### config.mk
export PLATFORM = sky130hd
export DESIGN_NAME = rv_multicycle_core
export DESIGN_NICKNAME = d
export VERILOG_FILES = /design/src/rtl/rv_multicycle_core.sv
export SDC_FILE = /design/constraint.sdc
export NUM_CORES = 2
export LEC_CHECK = 0
export CAP_MARGIN = 0
export CORE_AREA = 2 2 534 536
export DETAILED_ROUTE_END_ITERATION = 12
export DIE_AREA = 0 0 536 538
export DONT_BUFFER_PORTS = 1
export HOLD_SLACK_MARGIN = 0.02
export PLACE_DENSITY = 0.47
export SLEW_MARGIN = 20
export SYNTH_ARGS = -nofsm -noshare
export SYNTH_HDL_FRONTEND = slang
export SYNTH_SLANG_ARGS = --single-unit
export TNS_END_PERCENT = 100
### constraint.sdc
create_clock -name CLK -period 5.18 [get_ports CLK]
set_input_delay 0.518 -clock CLK [delete_from_list [all_inputs] [get_ports CLK]]
set_output_delay 0.518 -clock CLK [all_outputs]
set_load 0.03 [all_outputs]
### src/rtl/rv_multicycle_core.sv
// Four-state multicycle RV32I/E integer core (R-type and OP-IMM only, ECALL halts).
// Optional retired-instruction counter enabled by defining RV_CORE_RETIRE_CNT_EN.
module rv_multicycle_core #(
  parameter int              NREG     = 32,
  parameter int              PC_W     = 32,
  parameter logic [PC_W-1:0] RESET_PC = '0
) (
  input  logic            CLK,
  input  logic            RST,
  output logic [PC_W-1:0] IMEM_ADDR,
  input  logic [31:0]     IMEM_INST,
  input  logic            IMEM_VALID,
  output logic [31:0]     OUT,
  output logic            HALTED,
  output logic            TRAP,
  output logic [31:0]     RETIRED
);

  localparam int RW = $clog2(NREG);

  localparam logic [2:0] S_FETCH  = 3'd0;
  localparam logic [2:0] S_DECODE = 3'd1;
  localparam logic [2:0] S_EXEC   = 3'd2;
  localparam logic [2:0] S_WB     = 3'd3;
  localparam logic [2:0] S_STOP   = 3'd4;

  localparam logic [6:0]  OP_R  = 7'b0110011;
  localparam logic [6:0]  OP_I  = 7'b0010011;
  localparam logic [6:0]  F7_Z  = 7'b0000000;
  localparam logic [6:0]  F7_A  = 7'b0100000;
  localparam logic [31:0] ECALL = 32'h0000_0073;

  logic [2:0]      state;
  logic [PC_W-1:0] pc;
  logic [31:0]     ir, a, b, result, out_q;
  logic            trap_q, halted_q;
  logic [31:0]     regs [NREG];

  logic [6:0] opcode, funct7;
  logic [2:0] funct3;
  logic [4:0] rd, rs1, rs2;

  assign opcode = ir[6:0];
  assign rd     = ir[11:7];
  assign funct3 = ir[14:12];
  assign rs1    = ir[19:15];
  assign rs2    = ir[24:20];
  assign funct7 = ir[31:25];

  logic        illegal;
  logic [31:0] rd_a, rd_b;

  // NOTE: every always_comb output gets a default first so no path leaves it unassigned (no latch).
  always_comb begin
    illegal = 1'b0;
    case (opcode)
      OP_R: illegal = !(funct7 == F7_Z ||
                        (funct7 == F7_A && (funct3 == 3'b000 || funct3 == 3'b101))) ||
                      (32'(rs2) >= NREG);
      OP_I: begin
        if (funct3 == 3'b001)      illegal = (funct7 != F7_Z);
        else if (funct3 == 3'b101) illegal = !(funct7 == F7_Z || funct7 == F7_A);
      end
      default: illegal = 1'b1;
    endcase
    if (32'(rd) >= NREG || 32'(rs1) >= NREG) illegal = 1'b1;
  end

  assign rd_a = (rs1 == 5'd0) ? 32'd0 : regs[rs1[RW-1:0]];
  assign rd_b = (rs2 == 5'd0) ? 32'd0 : regs[rs2[RW-1:0]];

  logic        is_r, alt;
  logic [31:0] imm, op2, alu;
  logic [4:0]  shamt;

  always_comb begin
    is_r  = ir[5];
    alt   = ir[30];
    imm   = {{20{ir[31]}}, ir[31:20]};
    op2   = is_r ? b : imm;
    shamt = op2[4:0];
    case (funct3)
      3'b000:  alu = (is_r && alt) ? a - op2 : a + op2;
      3'b001:  alu = a << shamt;
      3'b010:  alu = {31'd0, $signed(a) < $signed(op2)};
      3'b011:  alu = {31'd0, a < op2};
      3'b100:  alu = a ^ op2;
      3'b101:  alu = alt ? 32'($signed(a) >>> shamt) : a >> shamt;
      3'b110:  alu = a | op2;
      default: alu = a & op2;
    endcase
  end

`ifdef RV_CORE_RETIRE_CNT_EN
  logic [31:0] retired_q;
  always_ff @(posedge CLK) begin
    if (!RST)               retired_q <= '0;
    else if (state == S_WB) retired_q <= retired_q + 32'd1;
  end
  assign RETIRED = retired_q;
`else
  assign RETIRED = '0;
`endif

  // NOTE: the register file is cleared by reset along with all other state, so it is written
  // with a loop inside the clocked block rather than left to power-up contents.
  always_ff @(posedge CLK) begin
    if (!RST) begin
      state    <= S_FETCH;
      pc       <= RESET_PC;
      ir       <= '0;
      a        <= '0;
      b        <= '0;
      result   <= '0;
      out_q    <= '0;
      trap_q   <= 1'b0;
      halted_q <= 1'b0;
      for (int i = 0; i < NREG; i++) regs[i] <= '0;
    end else begin
      case (state)
        S_FETCH: if (IMEM_VALID) begin
          ir    <= IMEM_INST;
          state <= S_DECODE;
        end
        S_DECODE: begin
          a <= rd_a;
          b <= rd_b;
          // ECALL is tested first: its SYSTEM opcode would otherwise decode as illegal.
          if (ir == ECALL) begin
            halted_q <= 1'b1;
            state    <= S_STOP;
          end else if (illegal) begin
            trap_q <= 1'b1;
            state  <= S_STOP;
          end else begin
            state <= S_EXEC;
          end
        end
        S_EXEC: begin
          result <= alu;
          state  <= S_WB;
        end
        S_WB: begin
          if (rd != 5'd0) begin
            regs[rd[RW-1:0]] <= result;
            out_q            <= result;
          end
          pc    <= pc + PC_W'(4);
          state <= S_FETCH;
        end
        default: state <= S_STOP;
      endcase
    end
  end

  assign IMEM_ADDR = pc;
  assign OUT       = out_q;
  assign TRAP      = trap_q;
  assign HALTED    = halted_q;

endmodule

* Word level (Yosys, flattened, before mapping)
Memory sizes are Yosys's and may differ from the RTL's. A register that Yosys moved wholly into a read port is not among the register bits.
Cells that the tools add are included.
W data, S select, Z words.
** Cells by class
- Eq/ne operators :: 14
- Shifts and indexed selects :: 3
- Bitwise logic cells :: 4
- Reductions and logical operators :: 19
- Muxes and demuxes :: 25
- Order comparisons :: 2
- Add/subtract/negate cells :: 3
** Operator list (number)
- $pmux W32 S7 :: 1
- $mux W32 :: 6
- $lt A32 B32 Y1 :: 2
- $add A32 B3 Y32 const B :: 1
- $add A32 B32 Y32 :: 1
- $and A32 B32 Y32 :: 1
- $eq A32 B7 Y1 const B :: 1
- $or A32 B32 Y32 :: 1
- $reduce_or A32 Y1 :: 1
- $shl A32 B5 Y32 :: 1
- $shr A32 B5 Y32 :: 1
- $sshr A32 B5 Y32 :: 1
- $sub A32 B32 Y32 :: 1
- $xor A32 B32 Y32 :: 1
- $mux W5 :: 5
- $eq A7 B6 Y1 const B :: 2
- $eq A3 B2 Y1 const B :: 4
- $pmux W3 S4 :: 1
- $logic_not A5 Y1 :: 2
- $eq A3 B3 Y1 const B :: 3
- $mux W3 :: 3
- $mux W1 :: 8
- $eq A7 B5 Y1 const B :: 1
- $logic_not A7 Y1 :: 1
- other kinds (12) :: 20
** Storage, ports and cells
- Memories :: 1
- Memory bits (writable) :: 1024
- Input bits :: 35
- Word-level logic and storage cells :: 80
- Output and inout port bits :: 98
- Register bits after elaboration :: 197
** Memory list
- regs :: words 32, bits a word 32, rd ports 2, clocked after Yosys merged registers in 2, wr ports 32, line 37 : logic [31:0] regs [NREG];

* Depth between registers and ports, before layout
- Word-level depth :: 9
- Mapped depth :: 20
- Depth with buffers taken out :: 16

* Least setup slack after synthesis
No wires, ideal clock.
- Kind :: flip-flop to flip-flop
- Start point :: register ir[5]
- End point :: register result[28]
- Clock period less this slack :: 4.478 ns
- Data arrival time :: 4.404 ns
- Setup slack :: 0.702 ns
- Setup time :: 0.074 ns
- Buffers on the path :: 5
- Required time :: 5.106 ns
- Stages on the path, launching flop included :: 19
- Cell sequence :: dfxtp_1 > buf_2 > mux2i_1 > buf_2 > buf_2 > buf_2 > buf_2 > ha_1 > nand2b_1 > a21oi_1 > nor4_2 > nor2_1 > a311oi_4 > a21oi_2 > a221o_1 > a2111o_1 > a311oi_1 > a41oi_1 > a31oi_1
** Between the ends
- Longest elaborated chain between the ends :: 4
** RTL lines
- start: declaration :: line 35 : logic [31:0] ir, a, b, result, out_q;
- start signal: assignment :: line 111 : ir <= '0;
- start signal: assignment :: line 122 : ir <= IMEM_INST;
- $mux W32 :: line 80 : op2 = is_r ? b : imm;
- $add A32 B32 Y32, or another cell as far along :: line 83 : 3'b000: alu = (is_r && alt) ? a - op2 : a + op2;
- $mux W32, on equally long branches :: line 83, 88
- $pmux W32 S7 (*) :: line 82 : case (funct3)
- end signal: assignment :: line 140 : result <= alu;
- end: declaration :: line 35
Every way passes the cells marked *; elsewhere a longest branch is shown, timed or not.
A chain may end at the register's enable or synchronous reset.

* Final worst setup path
- Start point :: register ir[5]
- End point :: register result[31]
The elaborated chain is that of the path after synthesis.

==> results.yml <==
die:
  dieArea_sq_um: 288000
  start_util_pct: 24.8
  io_pins: 133
  die_h_microns: 538
  rows: 196
  coreArea_sq_um: 283000
  die_width_microns: 536
detailed_routing:
  drt_iter0_markers: 5432
  drc: 0
  avgViaCountPerCell: 5.18
  wl_per_cell_microns: 29.5
  wl_microns: 274000
  first_pass_iters: 7
  num_vias: 48100
  ant_nets: 0
timing:
  setup_tns_ps: 0
  relSlewSlack_pct: 24.9
  fin_crit_ps: 4580
  timing.hold.ws_ps: 85.5
  final_hold_viol_count: 0
  tightest_slew_ps: 1120
  rsz0062_at_grt: "no"
  finalMaxSlewViolations: 0
  fmaxAchievable_mhz: 219
  post-route-period-util_pct: 88.3
  setup_ws_ps: 605
  setup_violations: 0
  fin_skew_ps: 23.0
placement:
  portBuffers: 0
  place_ws_ps: 677
  gp_congestion: 0.960
  place_hpwl_microns: 177000
  dp_cells: 8981
power_and_ir_drop:
  combPwrFrac_pct: 14.7
  p_leak_nw: 27.2
  ir_drop_mv: 0.277
  p_seq_share_pct: 45.7
  finalPower_mw: 24.7
  power_density_nw_per_um2: 307
  p_switching_mw: 6.85
  pwr-share-clk_pct: 39.6
  p_int_mw: 17.9
  sw_frac_of_total_pct: 27.7
synthesis:
  seq_area_frac_synth_pct: 49.6
  synth_top_area_share_pct: 43.7
  yosysWarnings: 0
  ys_types: 82
  async_reset_ff_share_pct: 0
  synth_top_area_cell: "edfxtp_1"
  synth_edf_count: 1024
  avgSynthCellArea_sq_um: 12.8
  syn_inst: 5487
  ys_ff_latch: 1229
  synth_area_leaders: "edfxtp_1 (44%), mux4_2 (21%), and2_1 (8.9%)"
  syn-cell-area_sq_um: 70300
  yosys_most_used_dff: "edfxtp_1"
final_layout:
  layout_common_cells: "edfxtp_1 (1024), and2_1 (996), mux4_2 (657)"
  layout_commonest_cell: "edfxtp_1"
  stdcell_count: 9282
  layout-drive-gt1-share_pct: 21.6
  fin_nets: 5553
  area_growth_pct: 14.4
grt:
  grt_util_all_layers_pct: 18.7
  met1_usage_pct: 24.4
  grt_overflow: 0
  grt_start_max_net_pins: 70
  grt_most_used_layer: "met2"
  grt_pass1_vias: 48800
  antenna_found_initial: 22
  grt_util_met3_pct: 2.79
  grt_first_pass_wirelength_microns: 383000
  use_met2_pct: 31.2
cts:
  cts_root_buf: "clkbuf_16"
  clockBufferDepth: 3
  cts_made_buffers: 148
  clock_sinks: 1229
  cts_setup_buffers: 0
  cts_tree: "yes"
  h-tree-depth: 4
  clk_latency_ps: 820
  clk_pin_slew_ps: 60
worst_setup_path:
  critPathCaptureType: "register"
  critPathRequiredTime_ps: 5910
  start_kind: "register"
  crit_type: "register to register"
  path_max_fanout: 22
  crit_arrival_ps: 5300
run:
  drv_cap: 0
worst_hold_path:
  worstHoldPathType: "primary input to register"
run_status:
  outcome: "finished clean"
==> area by class of cell <==
class / count / area (sq um)
well taps: 3762 / 4710
diodes: 9 / 22.5
clock buffers: 189 / 3930
flip-flops and latches: 1229 / 34900
clock inverters: 68 / 435
multi-input cells: 3655 / 33700
inverters: 113 / 432
fillers: 28700 / 203000
repair buffers: 257 / 2350
==> layer usage <==
layer / vias up / wire length [microns] / part of all wire, %
li1: 20300 / - / -
met1: 25300 / 115000 / 42
met2: 1995 / 132000 / 48
met3: 476 / 17200 / 6.3
met4: 2 / 9790 / 3.6
met5: - / 13 / 0.0048
==> registers in the layout, summed over array words and instances, names as in the netlist, named ones only <==
name / cells
HALTED: 1
IMEM_ADDR: 30
OUT: 32
TRAP: 1
a: 32
b: 32
ir: 32
regs: 1024
result: 32
state: 3
==> metrics by stage <==
step                utilization, %  cell area [sq um]
global placement              26.7              75700
floorplan                        -              70600
detailed placement            26.7              75700
finish                        28.4              80400
global route                  28.4              80400
CTS                           28.4              80400
==> power by group through the flow <==
stage | sequential (mW) | clock, mW | combinational, mW
floorplan | 11.4 | 0 | 2.30
global placement | 11.5 | 0 | 3.59
detailed placement | 11.5 | 0 | 3.56
CTS | 11.3 | 9.97 | 3.60
global route | 11.3 | 10.3 | 3.79
finish | 11.3 | 9.78 | 3.63
==> path summary, 6_finish.rpt <==
check        start       endpoint  slack [ps]  cells past startpoint
max          ir[5]     result[31]         600                     16
min            RST  IMEM_ADDR[31]          90                      2
max reg2reg  ir[5]     result[31]         600                     16
min reg2reg  ir[3]          ir[3]         460                      2
==> Yosys cell counts (all sizes together), types with 35 or more instances <==
cell and n:
inv 113, and2 998, nor2 348, a21oi 300, buf 130, dfxtp 205, nand3 37, edfxtp 1024
o21ai 180, nand2b 37, nand2 299, ha 112, nor3 40, mux2i 137, clkbuf 425, xnor2 35
o211ai 46, mux4 657
==> worst max-delay path: stages, from the launching register on <==
cell and delay, ps:
dfxtp_2 610, buf_4 300, buf_4 340, a21oi_1 170, ha_1 550, a21oi_1 120, o21bai_1 230, a2111oi_0 150
buf_4 180, o41ai_1 310, a21oi_1 150, o31ai_1 430, a2111oi_0 190, a31oi_1 270, xor2_1 170, a21oi_1 90
o31ai_1 230
==> what timing repair did <==
| action | CTS | global route |
|---|---|---|
| gates resized for setup | 0 | 0 |
| hold buffers | 35 | 0 |
| endpoints found under the hold margin | 53 | 0 |
==> kinds of logic after synthesis <==
kind of cell / count (synthesis) / synth area share (%)
multiplexers: 797 / 23.1
AO/OA/AOI/OAI: 770 / 6.69
adder cells (fa/ha/maj): 114 / 2.05
other: 1 / 0.00533
flip-flops: 1229 / 49.6
AND/OR/NAND/NOR: 1843 / 14.0
buffers and inverters: 668 / 3.81
XOR/XNOR: 65 / 0.809
Note: power is estimated with default switching activity, not from simulation.
